===== src/rtl/block_check_pkg.sv =====
// Shared types and constants for the BlockChecker sequencer and its character FIFO.
package block_check_pkg;

    typedef enum logic [2:0] {
        IDLE   = 3'd0,
        CLEAR  = 3'd1,
        FEED   = 3'd2,
        FLUSH  = 3'd3,
        WAIT   = 3'd4,
        REPORT = 3'd5
    } state_t;

    localparam logic [7:0] ASCII_SPACE = 8'h20;
    localparam int         CNT_W       = 16;

    typedef struct packed {
        logic       last;
        logic [7:0] data;
    } entry_t;

endpackage


===== src/rtl/char_fifo.sv =====
// Synchronous FIFO of {last, char} entries; also counts buffered entries whose last bit is set.
module char_fifo
    import block_check_pkg::*;
#(
    parameter int DEPTH = 8
) (
    input  logic                    clk,
    input  logic                    reset,
    input  logic                    push,
    input  entry_t                  wdata,
    input  logic                    pop,
    output entry_t                  rdata,
    output logic                    full,
    output logic                    empty,
    output logic [$clog2(DEPTH):0]  last_cnt
);

    localparam int             AW         = $clog2(DEPTH);
    localparam logic [AW:0]    FULL_COUNT = (AW+1)'(DEPTH);

    entry_t        mem [DEPTH];
    logic [AW-1:0] wr_ptr;
    logic [AW-1:0] rd_ptr;
    logic [AW:0]   count;
    logic          do_push;
    logic          do_pop;
    logic          push_last;
    logic          pop_last;

    assign full      = (count == FULL_COUNT);
    assign empty     = (count == '0);
    assign do_push   = push && !full;
    assign do_pop    = pop && !empty;
    assign rdata     = mem[rd_ptr];
    assign push_last = do_push && wdata.last;
    assign pop_last  = do_pop && rdata.last;

    // NOTE: storage has no reset; the reset pointers and count make stale entries unreachable.
    always_ff @(posedge clk) begin
        if (do_push) begin
            mem[wr_ptr] <= wdata;
        end
    end

    // NOTE: non-blocking assignments so every register here sees pre-edge values of the others.
    always_ff @(posedge clk or negedge reset) begin
        if (!reset) begin
            wr_ptr   <= '0;
            rd_ptr   <= '0;
            count    <= '0;
            last_cnt <= '0;
        end else begin
            if (do_push) begin
                wr_ptr <= wr_ptr + 1'b1;
            end
            if (do_pop) begin
                rd_ptr <= rd_ptr + 1'b1;
            end
            case ({do_push, do_pop})
                2'b10:   count <= count + 1'b1;
                2'b01:   count <= count - 1'b1;
                default: count <= count;
            endcase
            case ({push_last, pop_last})
                2'b10:   last_cnt <= last_cnt + 1'b1;
                2'b01:   last_cnt <= last_cnt - 1'b1;
                default: last_cnt <= last_cnt;
            endcase
        end
    end

endmodule


===== src/rtl/block_check_sequencer.sv =====
// Buffers character messages, clears the shared BlockChecker, streams each message into it
// gap-free with a terminating space, and reports a pass/fail verdict plus running counters.
module block_check_sequencer
    import block_check_pkg::*;
#(
    parameter int DEPTH   = 8,
    parameter int CHK_LAT = 1
) (
    input  logic             clk,
    input  logic             reset,
    input  logic [7:0]       s_data,
    input  logic             s_last,
    input  logic             s_valid,
    output logic             s_ready,
    output logic [7:0]       chk_in,
    output logic             chk_reset,
    input  logic             chk_result,
    output logic             done,
    output logic             pass,
    output logic             err,
    output logic [CNT_W-1:0] msg_cnt,
    output logic [CNT_W-1:0] fail_cnt
);

    localparam int LW = (CHK_LAT > 1) ? $clog2(CHK_LAT) : 1;

    state_t                 state;
    state_t                 state_nx;
    entry_t                 in_entry;
    entry_t                 head;
    logic                   full;
    logic                   empty;
    logic [$clog2(DEPTH):0] lasts_pending;
    logic                   pop;
    logic                   cur_last;
    logic                   overlong;
    logic                   verdict;
    logic [LW-1:0]          wait_cnt;

    assign in_entry = '{last: s_last, data: s_data};
    assign s_ready  = !full;
    assign verdict  = chk_result && !overlong;

    char_fifo #(
        .DEPTH (DEPTH)
    ) u_fifo (
        .clk      (clk),
        .reset    (reset),
        .push     (s_valid),
        .wdata    (in_entry),
        .pop      (pop),
        .rdata    (head),
        .full     (full),
        .empty    (empty),
        .last_cnt (lasts_pending)
    );

    // Popping on the edge that enters each FEED cycle lets chk_in stay registered yet line up with FEED.
    always_comb begin
        // NOTE: defaults first so every path assigns both outputs; otherwise latches are inferred.
        state_nx = state;
        pop      = 1'b0;
        unique case (state)
            IDLE: begin
                if (lasts_pending != '0 || full) begin
                    state_nx = CLEAR;
                end
            end
            CLEAR: begin
                pop      = !empty;
                state_nx = FEED;
            end
            FEED: begin
                if (cur_last || empty) begin
                    state_nx = FLUSH;
                end else begin
                    pop = 1'b1;
                end
            end
            FLUSH:   state_nx = WAIT;
            WAIT: begin
                if (wait_cnt == '0) begin
                    state_nx = REPORT;
                end
            end
            REPORT:  state_nx = IDLE;
            default: state_nx = IDLE;
        endcase
    end

    always_ff @(posedge clk or negedge reset) begin
        if (!reset) begin
            state     <= IDLE;
            chk_in    <= ASCII_SPACE;
            chk_reset <= 1'b0;
            cur_last  <= 1'b0;
            overlong  <= 1'b0;
            wait_cnt  <= '0;
            done      <= 1'b0;
            pass      <= 1'b0;
            err       <= 1'b0;
            msg_cnt   <= '0;
            fail_cnt  <= '0;
        end else begin
            state     <= state_nx;
            chk_reset <= (state_nx == CLEAR);
            chk_in    <= pop ? head.data : ASCII_SPACE;
            cur_last  <= pop && head.last;
            done      <= (state_nx == REPORT);

            // A full FIFO without any terminator means the message cannot fit.
            if (state == IDLE && state_nx == CLEAR) begin
                overlong <= (lasts_pending == '0);
                if (lasts_pending == '0) begin
                    err <= 1'b1;
                end
            end

            if (state == FLUSH) begin
                wait_cnt <= LW'(CHK_LAT - 1);
            end else if (state == WAIT && wait_cnt != '0) begin
                wait_cnt <= wait_cnt - 1'b1;
            end

            if (state_nx == REPORT) begin
                pass    <= verdict;
                msg_cnt <= msg_cnt + 1'b1;
                if (!verdict) begin
                    fail_cnt <= fail_cnt + 1'b1;
                end
            end
        end
    end

endmodule


===== config.mk =====
export PLATFORM = sky130hd
export DESIGN_NAME = block_check_sequencer
export DESIGN_NICKNAME = d
export VERILOG_FILES = /design/src/rtl/block_check_pkg.sv /design/src/rtl/char_fifo.sv /design/src/rtl/block_check_sequencer.sv
export SDC_FILE = /design/constraint.sdc
export NUM_CORES = 1
export LEC_CHECK = 0
export ABC_CLOCK_PERIOD_IN_PS = 3600
export BUFFER_PORTS_ARGS = -buffer_cell sky130_fd_sc_hd__buf_2
export CORE_MARGIN = 3
export CORE_UTILIZATION = 61
export CTS_BUF_LIST = sky130_fd_sc_hd__clkbuf_2 sky130_fd_sc_hd__clkbuf_4 sky130_fd_sc_hd__clkbuf_8
export CTS_CLUSTER_SIZE = 30
export DETAILED_ROUTE_END_ITERATION = 10
export PLACE_DENSITY = 0.8
export SYNTH_ARGS = -nofsm -noshare
export SYNTH_HDL_FRONTEND = slang
export SYNTH_HIERARCHICAL = 1
export SYNTH_SLANG_ARGS = --single-unit

===== constraint.sdc =====
create_clock -name clk -period 3.6 [get_ports clk]
set_clock_uncertainty 0.2 [all_clocks]
set_input_delay 1.08 -clock clk [delete_from_list [all_inputs] [get_ports clk]]
set_output_delay 1.08 -clock clk [all_outputs]
set_load 0.02 [all_outputs]

==> metrics.md, run 1 <==
| Metric | Value |
|---|---|
| Die outline height | 104 µm |
| Hold buffer count at cts | 0 |
| Syn Inst Count | 381 |
| Total gr overflow | 0 |
| DR vias/cell | 5.60 |
| Synth Warn # | 6 |
| Post-synth EDFFs | 72 |
| Final setup TNS | 0 ns |
| Internal | 3.32 mW |
| Period utilization | 89.1% |
| Total CTS buffers | 17 |
| Routed length on met3 | 506 µm |
| Mapped Area | 5810 µm² |
| RSZ-0062 raised after global routing | false |
| Final setup viols | 0 |
| Ratio of total power to cell area | 760 nW/µm² |
| Antenna diodes | 0 |
| Most common cell after layout, fill and taps aside | edfxtp_1 |
| Most frequent cells in the layout | edfxtp_1, dfrtp_1, buf_2 |
| Worst VDD drop | 496 µV |
| # rows | 34 |
| Routed WL | 10.4 mm |
| GP Congestion | 0.778 |
| Antenna-violating nets left | 0 |
| Nets | 488 |
| Starting Density | 64.8% |
| Yosys cell types | 51 |
| Crit path time final | 3.21 ns |
| CTS tree | built |
| Max Freq | 312 MHz |
| Largest stage delay, worst path | 0.70 ns |
| Post-DP HPWL | 7.01 mm |
| Vias in the first global route | 3466 |
| Total power | 5.07 mW |
| Root Driver | clkbuf_8 |
| Crit start category | flip-flop |
| Die footprint | 10700 µm² |
| Top sig layer | met4 |
| Final Slew Violations | 0 |
| Synthesized flop and latch total | 136 |
| Leak | 2.77 nW |
| Syn_nets | 406 |
| H-tree depth | 4 |
| CP Capture Type | output pin |
| Area grow syn2layout | 14.8% |
| Core area | 8980 µm² |
| Sw Pwr | 1.75 mW |
| Worst-path clk slew | 0.08 ns |
| Post-DR wirelength/cell | 17.3 µm |
| Drt drc | 0 |
| CTS resizes | 0 |
| CP delay by family, top | simple AND/OR/NAND/NOR gates |
| First-pass DRT Iterations | 4 |
| Total Routing Usage GR | 21.3% |
| Final Hold Viols | 0 |
| Met2 WL | 5.13 mm |
| Syn avg cell area | 15.3 µm² |
| Slowest cell on crit path | or4b_1 |
| Share of layout cells above drive strength 1 | 28.8% |
| Status | completed |
| Seq pwr share | 43.2% |
| Sw frac | 34.6% |
| Largest net degree at the start of global routing | 34 |
| Antenna violations before repair | 0 |
| Worst hold path class | flip-flop to flip-flop |
| First-pass GRT wire length | 17.7 mm |
| Post-synthesis sequential area ratio | 64.8% |
| Combinational Power Share | 33.5% |
| Max_cap viols | 0 |
| Ports | 58 |
| TritonCTS Sinks | 136 |
| Die Wd | 104 µm |
| Met1 WL | 4.56 mm |
| Clk buf depth | 2 |
| Clk_lat worst skew | 0.43 ns |
| Worst Max-Slew Pin Slew | 0.560 ns |
| Initial drt markers | 178 |
| Primary FF master, synth | edfxtp_1 |
| Peak fanout along the critical path | 7 |
| CP Buf/Inv Count | 3 |
| Slew headroom | 62.6% |
| Clk pwr share | 23.3% |
| Worst setup path category | flip-flop to output pin |
| Setup Buffers After CTS | 0 |
| Total number of vias | 3369 |
| Req. time, crit path | 2.32 ns |
| Buffers added on ports | 57 |
| Ys async rst share | 47.1% |
| Crit path DAT | 1.93 ns |
| CP cell instances | or4b_1 -> inv_2 -> inv_1 -> buf_2 |
metal layers:
metal	track usage, %	up-vias
met5	0	-
met4	9.21	0
met3	6.59	23
met2	34.4	101
met1	27.0	1668
li1	-	1577
power groups by stage:
| stage | clock network, mW | logic (mW) | registers, mW |
|---|---|---|---|
| 3_3_place_gp | 0 | 1.64 | 2.20 |
| 6_report | 1.18 | 1.70 | 2.19 |
| 4_1_cts | 1.21 | 1.71 | 2.19 |
| 2_1_floorplan | 0 | 1.22 | 2.25 |
| 3_5_place_dp | 0 | 1.69 | 2.22 |
| 5_1_grt | 1.29 | 1.88 | 2.23 |
worst paths after layout:
path | slack (ns) | end | startpoint | cells past startpoint
worst max-delay path | 0.39 | s_ready | u_fifo/count[0] | 4
worst min-delay path | 0.27 | fail_cnt[15] | fail_cnt[15] | 1
worst max register to register | 0.42 | u_fifo/last_cnt[3] | state[0] | 11
worst min register to register | 0.27 | fail_cnt[15] | fail_cnt[15] | 1
max in group asynchronous | 2.37 | chk_in[5] | reset | 2
min in group asynchronous | 0.47 | fail_cnt[14] | reset | 2
logic make-up after synthesis:
group,Yosys count,synth area share [%]
AOI/OAI and AO/OA,24,2.91
xor gates and xnor gates,38,5.73
adders and majority gates,12,2.84
buffers and inverters,24,2.28
DFF,136,64.8
muxes,31,9.99
and+or+nand+nor,116,11.5
state kept, by name, summed over array words and instances (netlist names):
name	flops
overlong	1
done	1
state	3
err	1
cur_last	1
chk_in	8
u_fifo/rd_ptr	3
wait_cnt	1
msg_cnt	16
chk_reset	1
u_fifo/mem	72
fail_cnt	16
u_fifo/count	4
u_fifo/last_cnt	4
u_fifo/wr_ptr	3
pass	1
synthesized netlist by cell type, drive strengths merged, types with 6 or more instances:
library cell | count | area (µm²)
a21oi | 7 | 35.0
and2 | 9 | 58.8
buf | 7 | 68.8
dfrtp | 63 | 1580
edfxtp | 72 | 2160
ha | 10 | 125
inv | 15 | 56.3
mux2 | 12 | 139
mux4 | 18 | 432
nand2 | 27 | 109
nand2b | 6 | 40.0
nand3 | 20 | 100
nand4 | 6 | 37.5
nor2 | 13 | 48.8
nor3 | 8 | 40.0
nor3b | 6 | 45.0
xnor2 | 27 | 236
xor2 | 11 | 96.3
metrics by stage:
stage	area, µm²	hold WS, ns	worst slack, ns	std cells	utilization [%]
after floorplan	5810	0.273	0.381	381	-
after global placement	6290	0.255	0.589	570	70.1
after detailed placement	6290	0.257	0.440	570	70.1
after CTS	6670	0.273	0.354	602	74.3
after global routing	6670	0.287	0.194	602	74.3
final	6670	0.270	0.391	602	74.3
cell type report:
class                   count  area (µm²)
clock buffers              17         234
repair buffers             72         398
flip-flops and latches    136        3760
multi-input cells         221        1920
clock inverters            15         145
fillers                   551        2300
inverters                  15        56.3
well taps                 126         158
Note: power is estimated with default switching activity, not from simulation.
==> inputs of run 2 (changes only) <==
Settings changed: ABC_CLOCK_PERIOD_IN_PS 3600 to 3100, RECOVER_POWER set to 100, SLEW_MARGIN set to 0.
Clock period 3.6 ns to 3.1 ns, I/O delays scaled along.
==> run 2 against run 1 <==
The flow now finishes with violations (max-capacitance violations, max-slew violations). Clock power is 14% higher. Setup slack worse by 0.29 ns. Non-clock buffer count increased by 4. Register-to-register slack worse by 0.25 ns. Sequential power grew 17%. Flip-flop and latch count is the same. Global-route usage shrank 0.41 points. Count of clock-buffer cells in the layout rose by 1. Combinational power up 15%. Final area decreased by 1.8%. Die area stayed put. Final cell count grew 0.66%. Critical endpoint unchanged. Largest cell class unchanged. Largest power group unchanged.
==> metrics.md, run 2 (same netlist as run 1, synthesis figures left out) <==
| Metric | Value |
|---|---|
| # rows | 34 (unchanged) |
| First-pass GRT wire length | 17.7 mm (about the same) |
| Die Wd | 104 µm (unchanged) |
| Max Freq | 334 MHz |
| Nets | 492 (was 488) |
| RSZ-0062 raised after global routing | false (unchanged) |
| Largest stage delay, worst path | 0.61 ns (was 0.70 ns) |
| Reg-to-Reg End | u_fifo/last_cnt[3] (unchanged) |
| Req. time, crit path | 1.97 ns (was 2.32 ns) |
| Most frequent cells in the layout | edfxtp_1, clkbuf_1, dfrtp_1 (was edfxtp_1, dfrtp_1, buf_2) |
| CP Buf/Inv Count | 3 (unchanged) |
| Vias in the first global route | 3557 (was 3466) |
| GP Congestion | 0.822 (was 0.778) |
| TritonCTS Sinks | 136 (unchanged) |
| R2r worst-path depth | 8 (was 11) |
| Ports | 58 (unchanged) |
| Max_cap viols | 1 (was 0) |
| Crit start category | flip-flop (unchanged) |
| Number of flip-flops in the largest register | 72 (unchanged) |
| R2R Path Start | u_fifo/rd_ptr[1] (was state[0]) |
| Antenna-violating nets left | 0 (unchanged) |
| Final Slew Violations | 65 (was 0) |
| Buffers added on ports | 57 (unchanged) |
| Final Hold Viols | 0 (unchanged) |
| Largest net degree at the start of global routing | 65 (was 34) |
| Final setup TNS | 0 ns (unchanged) |
| Total CTS buffers | 17 (unchanged) |
| Clk buf depth | 2 (unchanged) |
| Period utilization | 96.6% |
| Cell count after placement | 574 (was 570) |
| Leak | 2.53 nW (was 2.77 nW) |
| Clk_lat worst skew | 0.43 ns (about the same) |
| Critical path origin | u_fifo/count[0] (unchanged) |
| Finished Layout Cells | 606 (was 602) |
| CP Capture Type | output pin (unchanged) |
| Antenna violations before repair | 0 (unchanged) |
| Worst VDD drop | 476 µV (was 496 µV) |
| Ratio of total power to cell area | 895 nW/µm² (was 760 nW/µm²) |
| Drt drc | 0 (unchanged) |
| Worst hold path class | flip-flop to flip-flop (unchanged) |
| Hold buffer count at cts | 0 (unchanged) |
| Largest Register | u_fifo/mem (unchanged) |
| Share of layout cells above drive strength 1 | 15.8% (was 28.8%) |
| Peak fanout along the critical path | 7 (unchanged) |
| Final setup viols | 0 (unchanged) |
| H-tree depth | 4 (unchanged) |
| Hold Crit Depth | 1 (unchanged) |
| DR vias/cell | 5.61 (was 5.60) |
| Total Routing Usage GR | 20.9% (was 21.3%) |
| Antenna diodes | 0 (unchanged) |
| Initial drt markers | 232 (was 178) |
| Total gr overflow | 0 (unchanged) |
| Worst Hold End | msg_cnt[15] (was fail_cnt[15]) |
| Starting Density | 64.8% (unchanged) |
| Core area | 8980 µm² (unchanged) |
| Routed WL | 10.6 mm (was 10.4 mm) |
| Final setup margin | 0.105 ns (was 0.391 ns) |
| CTS tree | built (unchanged) |
| Total power | 5.86 mW (was 5.07 mW) |
| Most common cell after layout, fill and taps aside | edfxtp_1 (unchanged) |
| CP delay by family, top | simple AND/OR/NAND/NOR gates (unchanged) |
| Worst Max-Slew Pin Slew | 1.58 ns (was 0.560 ns) |
| Post-DP HPWL | 7.10 mm (was 7.01 mm) |
| Crit path time final | 2.99 ns |
| Crit path DAT | 1.86 ns (was 1.93 ns) |
| First-pass DRT Iterations | 4 (unchanged) |
| Root Driver | clkbuf_8 (unchanged) |
| Status | finished with violations (was completed) |
| Worst-path clk slew | 0.08 ns (about the same) |
| Die footprint | 10700 µm² (unchanged) |
| Slowest cell on crit path | or4b_4 (was or4b_1) |
| R2R setup slack | 0.17 ns (was 0.42 ns) |
| Slew headroom | -5.65% (was 62.6%) |
| Biggest regs | u_fifo/mem: 72 flops, fail_cnt: 16 flops, msg_cnt: 16 flops (unchanged) |
| Total number of vias | 3400 (was 3369) |
| Worst path most repeated cell | inv_1 |
| Area grow syn2layout | 12.7% (was 14.8%) |
| Failing checks | max-capacitance violations, max-slew violations |
| Hold path start | msg_cnt[15] (was fail_cnt[15]) |
| CP cell instances | or4b_4 -> inv_1 -> inv_1 -> clkbuf_2 (was or4b_1 -> inv_2 -> inv_1 -> buf_2) |
| Pre-CTS setup slack | 0.151 ns (was 0.440 ns) |
| Worst setup path category | flip-flop to output pin (unchanged) |
| Die outline height | 104 µm (unchanged) |
| Post-DR wirelength/cell | 17.5 µm (was 17.3 µm) |
## run 2: cell count changes in the layout (fill, tap and decap cells not counted), moves of 3 or more
| cell | change |
|---|---|
| clkbuf_1 | +63 |
| buf_2 | -54 |
| buf_4 | -8 |
| clkinv_4 | -4 |
| clkbuf_2 | +3 |
## run 2: stage by stage
stage / util [%] / area, µm² / hold WS, ns
2_1_floorplan: - / 5820 / 0.275
3_3_place_gp: 70.6 / 6340 / 0.256
3_5_place_dp: 70.6 / 6340 / 0.263
4_1_cts: 74.8 / 6710 / 0.277
5_1_grt: 73.0 / 6550 / 0.291
6_report: 73.0 / 6550 / 0.277
## run 2: layout make-up
| class | instances | area, µm² |
|---|---|---|
| Clock inverter | 14 | 125 |
| Fill cell | 579 | 2420 |
| Clock buffer | 18 | 241 |
| Timing Repair Buffer | 76 | 319 |
| Inverter | 15 | 56.3 |
| Multi-Input combinational cell | 221 | 1880 |
| Sequential cell | 136 | 3770 |
| Tap cell | 126 | 158 |
## run 2: routing by layer
metal,up-vias,part of all wire [%],global-route usage (%)
li1,1582,-,-
met2,100,52,35.2
met5,-,0,0
met3,20,5.0,5.97
met4,0,1.6,7.22
met1,1698,42,26.3
## run 2: worst max-delay path by stage
stage                     slack (ns)            endpoint  cells after the start
after floorplan                 0.09  u_fifo/last_cnt[3]                      9
after global placement          0.20  u_fifo/last_cnt[3]                      8
after global routing           0.008  u_fifo/last_cnt[3]                     11
after detailed placement        0.15  u_fifo/last_cnt[3]                      8
after CTS                       0.13             s_ready                      4
final                           0.11             s_ready                      4
## run 2: where the power goes
part | internal, mW | switching, mW | total [mW] | leakage (nW)
logic | 0.900 | 1.06 | 1.96 | 0.853
registers | 2.28 | 0.279 | 2.56 | 1.49
clock network | 0.650 | 0.691 | 1.34 | 0.185
total | 3.83 | 2.03 | 5.86 | 2.53
## run 2: timing repair
item / CTS / global route
buffers inserted: 0 / 0
gates resized for setup: 1 / 3
hold endpoints to repair: 0 / 0
endpoints found under the setup margin: 1 / 2
==> inputs of run 3 (changes only) <==
Settings changed: CORE_UTILIZATION 61 to 59, CTS_BUF_LIST sky130_fd_sc_hd__clkbuf_2 sky130_fd_sc_hd__clkbuf_4 sky130_fd_sc_hd__clkbuf_8 to unset, PLACE_DENSITY 0.8 to 0.78.
==> run 3 against run 2 <==
The flow still finishes with violations (max-capacitance violations, max-slew violations). First-iteration DRC count shrank 16%. Combinational power rose by 4%. Clock power grew 44%. Worst hold slack worse by 0.0060 ns. Utilization fell by 0.68 points. Critical path depth did not move. Setup slack hardly changed. Count of clock-buffer cells in the layout is 1 lower. Total power is 11% higher. Sequential power is essentially flat.
==> metrics.md, run 3 (same netlist as run 1, synthesis figures left out) <==
| Metric | Value |
|---|---|
| Status | finished with violations (unchanged) |
| Failing checks | max-capacitance violations, max-slew violations (unchanged) |
| Antenna diodes | 0 (unchanged) |
| Area grow syn2layout | 17.1% (was 12.7%) |
| Reg-to-Reg End | u_fifo/last_cnt[3] (unchanged) |
| Req. time, crit path | 1.97 ns (about the same) |
| Buffers added on ports | 57 (unchanged) |
| Hold Crit Depth | 1 (unchanged) |
| Setup Buffers After CTS | 0 (unchanged) |
| Leak | 2.63 nW (was 2.53 nW) |
| CP Buf/Inv Count | 3 (unchanged) |
| Period utilization | 96.6% (about the same) |
| Max Freq | 334 MHz (about the same) |
| Die outline height | 105 µm (was 104 µm) |
| H-tree depth | 4 (unchanged) |
| Initial drt markers | 196 (was 232) |
| Vias in the first global route | 3559 (was 3557) |
| CP cell instances | or4b_4 -> inv_2 -> inv_1 -> buf_2 (was or4b_4 -> inv_1 -> inv_1 -> clkbuf_2) |
| Cell count after placement | 581 (was 574) |
| Final Slew Violations | 65 (unchanged) |
| Worst Hold End | msg_cnt[15] (unchanged) |
| CP Capture Type | output pin (unchanged) |
| TritonCTS Sinks | 136 (unchanged) |
| Max_cap viols | 1 (unchanged) |
| Total Routing Usage GR | 21.9% (was 20.9%) |
| Worst setup path category | flip-flop to output pin (unchanged) |
| Post-layout util | 72.3% (was 73.0%) |
| Biggest regs | u_fifo/mem: 72 flops, fail_cnt: 16 flops, msg_cnt: 16 flops (unchanged) |
| Post-DP HPWL | 7.04 mm (was 7.10 mm) |
| CP delay by family, top | simple AND/OR/NAND/NOR gates (unchanged) |
| First-pass DRT Iterations | 4 (unchanged) |
| Root Driver | clkbuf_8 (unchanged) |
| Clk_lat worst skew | 0.52 ns (was 0.43 ns) |
| # rows | 35 (was 34) |
| GP Congestion | 0.756 (was 0.822) |
| Pre-CTS setup slack | 0.0561 ns (was 0.151 ns) |
| RSZ-0062 raised after global routing | false (unchanged) |
| Number of flip-flops in the largest register | 72 (unchanged) |
| R2r worst-path depth | 9 (was 8) |
| Antenna violations before repair | 0 (unchanged) |
| Ports | 58 (unchanged) |
| Share of layout cells above drive strength 1 | 15.9% (was 15.8%) |
| Largest net degree at the start of global routing | 65 (unchanged) |
| Clk buf depth | 2 (unchanged) |
| Routed WL | 11.3 mm (was 10.6 mm) |
| Drt drc | 0 (unchanged) |
| CTS tree | built (unchanged) |
| R2R Path Start | u_fifo/rd_ptr[1] (unchanged) |
| Post-DR wirelength/cell | 18.5 µm (was 17.5 µm) |
| Die Wd | 105 µm (was 104 µm) |
| Final Hold Viols | 0 (unchanged) |
| Worst-path clk slew | 0.07 ns (was 0.08 ns) |
| Worst VDD drop | 502 µV (was 476 µV) |
| Largest stage delay, worst path | 0.62 ns (was 0.61 ns) |
| Crit path DAT | 1.87 ns (was 1.86 ns) |
| Final setup viols | 0 (unchanged) |
| Worst Max-Slew Pin Slew | 1.60 ns (was 1.58 ns) |
| Total gr overflow | 0 (unchanged) |
| First-pass GRT wire length | 18.2 mm (was 17.7 mm) |
| Hold path start | msg_cnt[15] (unchanged) |
| Antenna-violating nets left | 0 (unchanged) |
| Most frequent cells in the layout | edfxtp_1, clkbuf_1, dfrtp_1 (unchanged) |
| Most common cell after layout, fill and taps aside | edfxtp_1 (unchanged) |
| Worst hold path class | flip-flop to flip-flop (unchanged) |
| Total power | 6.53 mW (was 5.86 mW) |
| Total CTS buffers | 17 (unchanged) |
| Nets | 496 (was 492) |
| Crit path time final | 3.00 ns (was 2.99 ns) |
| Final setup margin | 0.105 ns (about the same) |
| Starting Density | 61.7% (was 64.8%) |
| Core area | 9420 µm² (was 8980 µm²) |
| Die footprint | 11100 µm² (was 10700 µm²) |
| Ratio of total power to cell area | 959 nW/µm² (was 895 nW/µm²) |
| Hold buffer count at cts | 0 (unchanged) |
| Slowest cell on crit path | or4b_4 (unchanged) |
| Peak fanout along the critical path | 6 (was 7) |
| Total number of vias | 3499 (was 3400) |
| Slew headroom | -6.92% (was -5.65%) |
| Largest Register | u_fifo/mem (unchanged) |
| Final setup TNS | 0 ns (unchanged) |
| DR vias/cell | 5.71 (was 5.61) |
| Crit start category | flip-flop (unchanged) |
| Finished Layout Cells | 613 (was 606) |
| R2R setup slack | 0.10 ns (was 0.17 ns) |
run 3: final cells by class:
type	instances	area (µm²)
fill	636	2610
sequential	136	3770
inverter	15	56.3
clock buffer	17	414
tap	129	161
multi-input combinational	221	1900
clock inverter	15	176
timing repair buffer	80	334
run 3: layer usage:
metal | track usage, % | up-vias | routed length, µm
met2 | 36.5 | 124 | 5790
met5 | 0 | - | 0
met4 | 9.93 | 0 | 358
li1 | - | 1594 | -
met3 | 6.74 | 31 | 606
met1 | 26.1 | 1750 | 4590
run 3: where the power goes:
group          leakage, nW  internal [mW]  switching (mW)  total, mW
logic                0.855          0.913            1.12       2.03
clock network        0.281           1.05           0.886       1.93
registers             1.49           2.28           0.283       2.57
run 3: timing repair:
item                       in CTS  in global routing
pin swaps                       0                  1
gates cloned                    0                  0
setup endpoints to repair       1                  2
resized for setup               1                  5
run 3: per-stage QoR:
| step | instance area (µm²) | hold WS [ns] |
|---|---|---|
| 3_5_place_dp | 6370 | 0.258 |
| 2_1_floorplan | 5820 | 0.275 |
| 4_1_cts | 6970 | 0.222 |
| 3_3_place_gp | 6370 | 0.256 |
| 6_report | 6810 | 0.271 |
| 5_1_grt | 6810 | 0.281 |
run 3: how the worst max path moves through the flow:
| stage | startpoint | end | cells after the start |
|---|---|---|---|
| finish | u_fifo/count[0] | s_ready | 4 |
| global route | u_fifo/rd_ptr[1] | u_fifo/last_cnt[3] | 9 |
| CTS | u_fifo/rd_ptr[1] | u_fifo/last_cnt[3] | 9 |
| detailed placement | u_fifo/rd_ptr[1] | u_fifo/last_cnt[3] | 9 |
| global placement | u_fifo/rd_ptr[1] | u_fifo/last_cnt[3] | 9 |
| floorplan | u_fifo/rd_ptr[1] | u_fifo/last_cnt[3] | 9 |
